File: config.mk
export PLATFORM = sky130hd
export DESIGN_NAME = frame_buffer_raster_reader
export DESIGN_NICKNAME = d
export VERILOG_FILES = /design/src/rtl/frame_buffer_pkg.sv /design/src/rtl/fb_stream_fifo2.sv /design/src/rtl/frame_buffer_raster_reader.sv
export SDC_FILE = /design/constraint.sdc
export NUM_CORES = 1
export LEC_CHECK = 0
export ABC_AREA = 1
export CAP_MARGIN = 20
export CELL_PAD_IN_SITES_DETAIL_PLACEMENT = 2
export CELL_PAD_IN_SITES_GLOBAL_PLACEMENT = 2
export CORE_AREA = 2 2 140 129
export DETAILED_ROUTE_END_ITERATION = 10
export DIE_AREA = 0 0 142 131
export PLACE_DENSITY_LB_ADDON = 0.1
export REMOVE_ABC_BUFFERS = 1
export SLEW_MARGIN = 15
export SYNTH_ARGS = -nofsm -noshare
export SYNTH_HDL_FRONTEND = slang
export SYNTH_SLANG_ARGS = --single-unit
export TNS_END_PERCENT = 100
File: constraint.sdc
create_clock -name clk_i -period 6.16 [get_ports clk_i]
set_input_delay 1.232 -clock clk_i [delete_from_list [all_inputs] [get_ports clk_i]]
set_output_delay 1.232 -clock clk_i [all_outputs]
set_load 0.02 [all_outputs]
File: src/rtl/frame_buffer_pkg.sv
// Shared types for the frame buffer read path: FSM encoding and stream FIFO depth.
package frame_buffer_pkg;

    typedef enum logic [1:0] {
        ST_IDLE  = 2'd0,
        ST_RUN   = 2'd1,
        ST_DRAIN = 2'd2
    } fb_state_e;

    localparam int unsigned FB_FIFO_DEPTH = 2;

endpackage

File: src/rtl/fb_stream_fifo2.sv
// Two-entry register FIFO; entry 0 is always the head so the output stays stable until popped.
module fb_stream_fifo2 #(
    parameter int WIDTH = 18
) (
    input  logic             clk_i,
    input  logic             reset_i,
    input  logic             push_i,
    input  logic [WIDTH-1:0] push_data_i,
    input  logic             pop_i,
    output logic [WIDTH-1:0] head_o,
    output logic             valid_o,
    output logic [1:0]       count_o
);

    logic [WIDTH-1:0] mem0_q, mem0_d;
    logic [WIDTH-1:0] mem1_q, mem1_d;
    logic [1:0]       count_q, count_d;
    logic [1:0]       fill;
    logic             pop_en, push_en;

    assign pop_en  = pop_i && (count_q != 2'd0);
    assign push_en = push_i && ((count_q != 2'd2) || pop_en);
    // occupancy after the pop, used to pick the slot the push lands in
    assign fill    = count_q - {1'b0, pop_en};

    always_comb begin
        mem0_d  = mem0_q;
        mem1_d  = mem1_q;
        count_d = fill;
        if (pop_en) begin
            mem0_d = mem1_q;
        end
        if (push_en) begin
            count_d = fill + 2'd1;
            if (fill == 2'd0) begin
                mem0_d = push_data_i;
            end else begin
                mem1_d = push_data_i;
            end
        end
    end

    always_ff @(posedge clk_i) begin
        if (reset_i) begin
            mem0_q  <= '0;
            mem1_q  <= '0;
            count_q <= 2'd0;
        end else begin
            mem0_q  <= mem0_d;
            mem1_q  <= mem1_d;
            count_q <= count_d;
        end
    end

    assign head_o  = mem0_q;
    assign valid_o = (count_q != 2'd0);
    assign count_o = count_q;

endmodule

File: src/rtl/frame_buffer_raster_reader.sv
// Raster-scans one frame out of the BRAM frame buffer and streams it with SOF/EOL sideband.
module frame_buffer_raster_reader
    import frame_buffer_pkg::*;
#(
    parameter int                    ADDR_WIDTH   = 32,
    parameter int                    DATA_WIDTH   = 16,
    parameter int                    FRAME_WIDTH  = 320,
    parameter int                    FRAME_HEIGHT = 240,
    parameter logic [ADDR_WIDTH-1:0] BASE_ADDR    = '0
) (
    input  logic                  clk_i,
    input  logic                  reset_i,
    input  logic                  start_i,
    input  logic                  continuous_i,
    output logic [ADDR_WIDTH-1:0] addr_rd_o,
    input  logic [DATA_WIDTH-1:0] rd_data_i,
    output logic [DATA_WIDTH-1:0] m_tdata_o,
    output logic                  m_tvalid_o,
    input  logic                  m_tready_i,
    output logic                  m_tuser_o,
    output logic                  m_tlast_o,
    output logic                  busy_o,
    output logic                  frame_done_o
);

    localparam int XW = (FRAME_WIDTH  > 1) ? $clog2(FRAME_WIDTH)  : 1;
    localparam int YW = (FRAME_HEIGHT > 1) ? $clog2(FRAME_HEIGHT) : 1;
    localparam logic [XW-1:0] X_LAST = XW'(FRAME_WIDTH - 1);
    localparam logic [YW-1:0] Y_LAST = YW'(FRAME_HEIGHT - 1);
    localparam int EW = DATA_WIDTH + 2;

    fb_state_e             state_q, state_d;
    logic [XW-1:0]         x_q, x_d;
    logic [YW-1:0]         y_q, y_d;
    logic [ADDR_WIDTH-1:0] addr_q, addr_d;
    logic                  inflight_q;
    logic                  sof_q, sof_d;
    logic                  eol_q, eol_d;
    logic                  frame_done_q;
    logic                  drain_exit;

    logic [EW-1:0]         head;
    logic                  fifo_valid;
    logic [1:0]            fifo_count;
    logic                  pop;
    logic                  issue;
    logic [2:0]            occ;

    // held-back pixels plus the one still in the BRAM pipeline, net of this cycle's pop
    assign occ   = {1'b0, fifo_count} + {2'b0, inflight_q} - {2'b0, pop};
    assign issue = (state_q == ST_RUN) && (occ < 3'(FB_FIFO_DEPTH));
    assign pop   = m_tvalid_o && m_tready_i;

    always_comb begin
        state_d    = state_q;
        x_d        = x_q;
        y_d        = y_q;
        addr_d     = addr_q;
        sof_d      = sof_q;
        eol_d      = eol_q;
        drain_exit = 1'b0;
        case (state_q)
            ST_IDLE: begin
                if (start_i) begin
                    state_d = ST_RUN;
                    x_d     = '0;
                    y_d     = '0;
                    addr_d  = BASE_ADDR;
                end
            end
            ST_RUN: begin
                if (issue) begin
                    sof_d  = (x_q == '0) && (y_q == '0);
                    eol_d  = (x_q == X_LAST);
                    addr_d = addr_q + ADDR_WIDTH'(1);
                    if (x_q == X_LAST) begin
                        x_d = '0;
                        if (y_q == Y_LAST) begin
                            y_d     = '0;
                            state_d = ST_DRAIN;
                        end else begin
                            y_d = y_q + YW'(1);
                        end
                    end else begin
                        x_d = x_q + XW'(1);
                    end
                end
            end
            ST_DRAIN: begin
                // leave on the edge that accepts the final pixel
                if (!inflight_q && (fifo_count == 2'd1) && pop) begin
                    drain_exit = 1'b1;
                    x_d        = '0;
                    y_d        = '0;
                    addr_d     = BASE_ADDR;
                    state_d    = continuous_i ? ST_RUN : ST_IDLE;
                end
            end
            default: state_d = ST_IDLE;
        endcase
    end

    always_ff @(posedge clk_i) begin
        if (reset_i) begin
            state_q      <= ST_IDLE;
            x_q          <= '0;
            y_q          <= '0;
            addr_q       <= BASE_ADDR;
            inflight_q   <= 1'b0;
            sof_q        <= 1'b0;
            eol_q        <= 1'b0;
            frame_done_q <= 1'b0;
        end else begin
            state_q      <= state_d;
            x_q          <= x_d;
            y_q          <= y_d;
            addr_q       <= addr_d;
            inflight_q   <= issue;
            sof_q        <= sof_d;
            eol_q        <= eol_d;
            frame_done_q <= drain_exit;
        end
    end

    fb_stream_fifo2 #(
        .WIDTH (EW)
    ) u_fifo (
        .clk_i       (clk_i),
        .reset_i     (reset_i),
        .push_i      (inflight_q),
        .push_data_i ({eol_q, sof_q, rd_data_i}),
        .pop_i       (pop),
        .head_o      (head),
        .valid_o     (fifo_valid),
        .count_o     (fifo_count)
    );

    // valid is masked during reset so nothing is handed off in the cycle being flushed
    assign m_tvalid_o   = fifo_valid && !reset_i;
    assign m_tdata_o    = head[DATA_WIDTH-1:0];
    assign m_tuser_o    = head[DATA_WIDTH];
    assign m_tlast_o    = head[DATA_WIDTH+1];
    assign addr_rd_o    = addr_q;
    assign busy_o       = (state_q != ST_IDLE);
    assign frame_done_o = frame_done_q;

endmodule

==> impl_metrics.csv <==
group,metric,value,unit
power_and_ir_drop,p_comb_frac,0.462,
synthesis,synth-warning-count,0,
clock_network,cts_tree,"done",
routing,vias,5635,
floorplan,num_rows,46,
run_status,status,"completed",
worst_setup_path,cpPeakStageDelay,680,ps
finish,fin_area,6420,sq um
clock_network,insertion_delay,360,ps
synthesis,synth_ff_type,"dfxtp_1",
global_route,grtUsageTotal,0.216,
synthesis,avgSynthCellArea,6.18,sq um
clock_network,cts_hold_buf,0,
finish,n_antenna_cell,0,
global_route,grt_pass1_vias,6137,
worst_setup_path,cp_cell_sequence,"clkdlybuf4s50_1 -> inv_1 -> nor3_2 -> ha_1 -> or2_2 -> fa_1 -> nand3_2 -> a21boi_4 -> nand2_4 -> inv_4 -> nand2_1 -> nand2_1 -> nor2_1",
floorplan,ios,74,
global_route,grt_max_degree,58,
timing,tightest_slew,927,ps
place,place_inst,1104,
run,cap_violations,0,
routing,drc,0,
routing,first_pass_iters,4,
synthesis,synth-seq-cells,93,
global_route,use_met2,0.395,
clock_network,clk_pin_slew,70,ps
clock_network,cts_num_sinks,93,
synthesis,synth_edf_count,0,
timing,relSlewSlack,0.380,
routing,wl_per_cell,17.1,um
synthesis,seq_area_frac_synth,0.356,
global_route,busiest_layer,"met2",
timing,skew,9.34,ps
synthesis,netlist_area,5230,sq um
finish,finalNonFillerCells,1121,
floorplan,die-area,18600,sq um
floorplan,core,17200,sq um
synthesis,netlist_instances,846,
worst_setup_path,worstPathMaxFanout,37,
floorplan,die_h,131,um
timing,maxSlewViolCount,0,
place,dp_hpwl,13.6,mm
worst_setup_path,worstSetupPathType,"in -> reg",
power_and_ir_drop,seq_power_share,0.303,
finish,fin_util,0.373,
finish,nets,930,
floorplan,initial_core_util,0.304,
clock_network,cts.repair.resized,0,
timing,grt_setup_unrepaired,"false",
worst_setup_path,cp_data_required_time,6410,ps
timing,max_freq,204,MHz
timing,finalSetupViolCount,0,
clock_network,cts_setup_buffers,0,
place,numPortBuffers,73,
power_and_ir_drop,swShare,0.451,
worst_setup_path,critical_path_arrival,5150,ps
routing,drt-initial-drc-count,187,
timing,final_hold_viol_count,0,
power_and_ir_drop,p_leak,2.47,nW
timing,period_minus_slack,4900,ps
global_route,grt_util_met3,0.0386,
power_and_ir_drop,p_total,0.00255,W
routing,viasPerCell,5.03,
global_route,grt_pass1_wl,31.7,mm
floorplan,die_x,142,um
clock_network,cts_made_buffers,9,
finish,area_delta_synth_final,22.9,%
clock_network,cts_root_buf,"clkbuf_16",
place,place_area,6080,sq um
hold_path,hp-class,"reg -> reg",
power_and_ir_drop,p_sw,0.00115,W
global_route,use_met1,0.266,
timing,fin_crit_sh,0.796,
worst_setup_path,worst_setup_path_start_kind,"input pin",
place,gp_congestion,0.757,
power_and_ir_drop,powerDensity,396,nW/um^2
timing,fin_setup_tns,0,ps
routing,antenna_left,0,
worst_setup_path,crit_top_cell,"nand2_1",
finish,drive_gt1_frac,0.0431,
clock_network,h-tree-depth,3,
power_and_ir_drop,pwr-share-clk,0.235,
global_route,antenna_found_initial,0,
routing,postRouteWirelength,19.2,mm
power_and_ir_drop,power.internal,0.00140,W
clock_network,cts_max_path_buffers,2,
power_and_ir_drop,ir_drop,247,uV
worst_setup_path,slowest_stage,"a21boi_4",
synthesis,async_flop_share,0,
worst_setup_path,end_kind,"register",
global_route,grt_overflow_total,0,
synthesis,yosysUniqueCellTypes,32,
[cell usage after synthesis, types with 8 or more instances]
master | count | area, sq um
buf_2 | 19 | 95.1
ha_1 | 8 | 100
nor2_1 | 157 | 589
nand2_1 | 270 | 1010
clkbuf_1 | 10 | 37.5
inv_1 | 74 | 278
nand3_1 | 77 | 385
o21ai_0 | 17 | 85.1
o21bai_1 | 11 | 82.6
dfxtp_1 | 93 | 1860
nand4_1 | 15 | 93.8
a21oi_1 | 42 | 210
[worst max-delay path, delay by kind of cell]
kind / cells / cell delay (ps)
AND/OR/NAND/NOR: 7 / 1360
adder cells (fa/ha/maj): 2 / 770
AO/OA/AOI/OAI: 1 / 680
buffers and inverters: 3 / 1080
[per-layer routing]
metal,vias up,wire (um)
li1,2767,-
met1,2793,8740
met2,59,9820
met3,16,416
met4,0,191
met5,-,0
[sequential cells by signal (all words and copies together), names as in the netlist]
signal          flops
u_fifo.count_o      2
frame_done_o        1
u_fifo.mem1_q      18
eol_q               1
inflight_q          1
u_fifo.head_o      18
y_q                 8
state_q             2
addr_rd_o          32
sof_q               1
x_q                 9
[per-stage QoR]
stage / hold slack (ps) / setup WS, ps
after floorplan: 435 / 1750
after global placement: 448 / 1120
after detailed placement: 459 / 943
after CTS: 472 / 1250
after global routing: 493 / 1020
final: 467 / 1260
[logic make-up after synthesis]
family | synth area share
buffers and inverters | 0.0912
AOI/OAI and AO/OA | 0.0812
adders and majority gates | 0.0230
DFF | 0.356
xor gates and xnor gates | 0.0168
and+or+nand+nor | 0.432
[path summary, 6_finish.rpt]
path / end / from / slack (ps) / depth (start not counted)
setup reg to reg: addr_rd_o[22] / u_fifo.count_o[1] / 2140 / 12
hold reg to reg: u_fifo.mem1_q[13] / u_fifo.mem1_q[13] / 470 / 2
setup / recovery: addr_rd_o[22] / m_tready_i / 1260 / 13
hold / removal: u_fifo.mem1_q[13] / u_fifo.mem1_q[13] / 470 / 2
[layout by cell type, fill, tap and decap left out, types with 4 or more instances in the layout]
cell type | netlist | final
o21ai_0 | 17 | 17
a21oi_1 | 42 | 42
clkbuf_16 | 0 | 9
o21ai_1 | 4 | 4
nand4_1 | 15 | 15
clkdlybuf4s50_1 | 0 | 73
nand3_1 | 77 | 77
nor2_1 | 157 | 157
o21bai_1 | 11 | 11
ha_1 | 8 | 8
nand2_1 | 270 | 270
dfxtp_1 | 93 | 93
nand3b_1 | 4 | 4
inv_1 | 74 | 74
buf_4 | 0 | 4
nor3_1 | 7 | 7
inv_2 | 4 | 4
xor2_1 | 7 | 7
[layout make-up]
type | count | area, sq um
clock buffer | 11 | 253
clock inverter | 5 | 57.6
timing repair buffer | 78 | 788
tap | 216 | 270
inverter | 79 | 299
sequential | 93 | 1860
multi-input combinational | 639 | 2890
fill | 2125 | 10800
[power by group through the flow]
stage	combinational, W	clock [W]	sequential [W]
final	0.00118	0.000599	0.000771
after global routing	0.00134	0.000651	0.000786
after CTS	0.00119	0.000619	0.000773
after detailed placement	0.00117	0	0.000786
after global placement	0.00110	0	0.000780
after floorplan	0.000672	0	0.000820
Power figures use the tool's default switching activity.
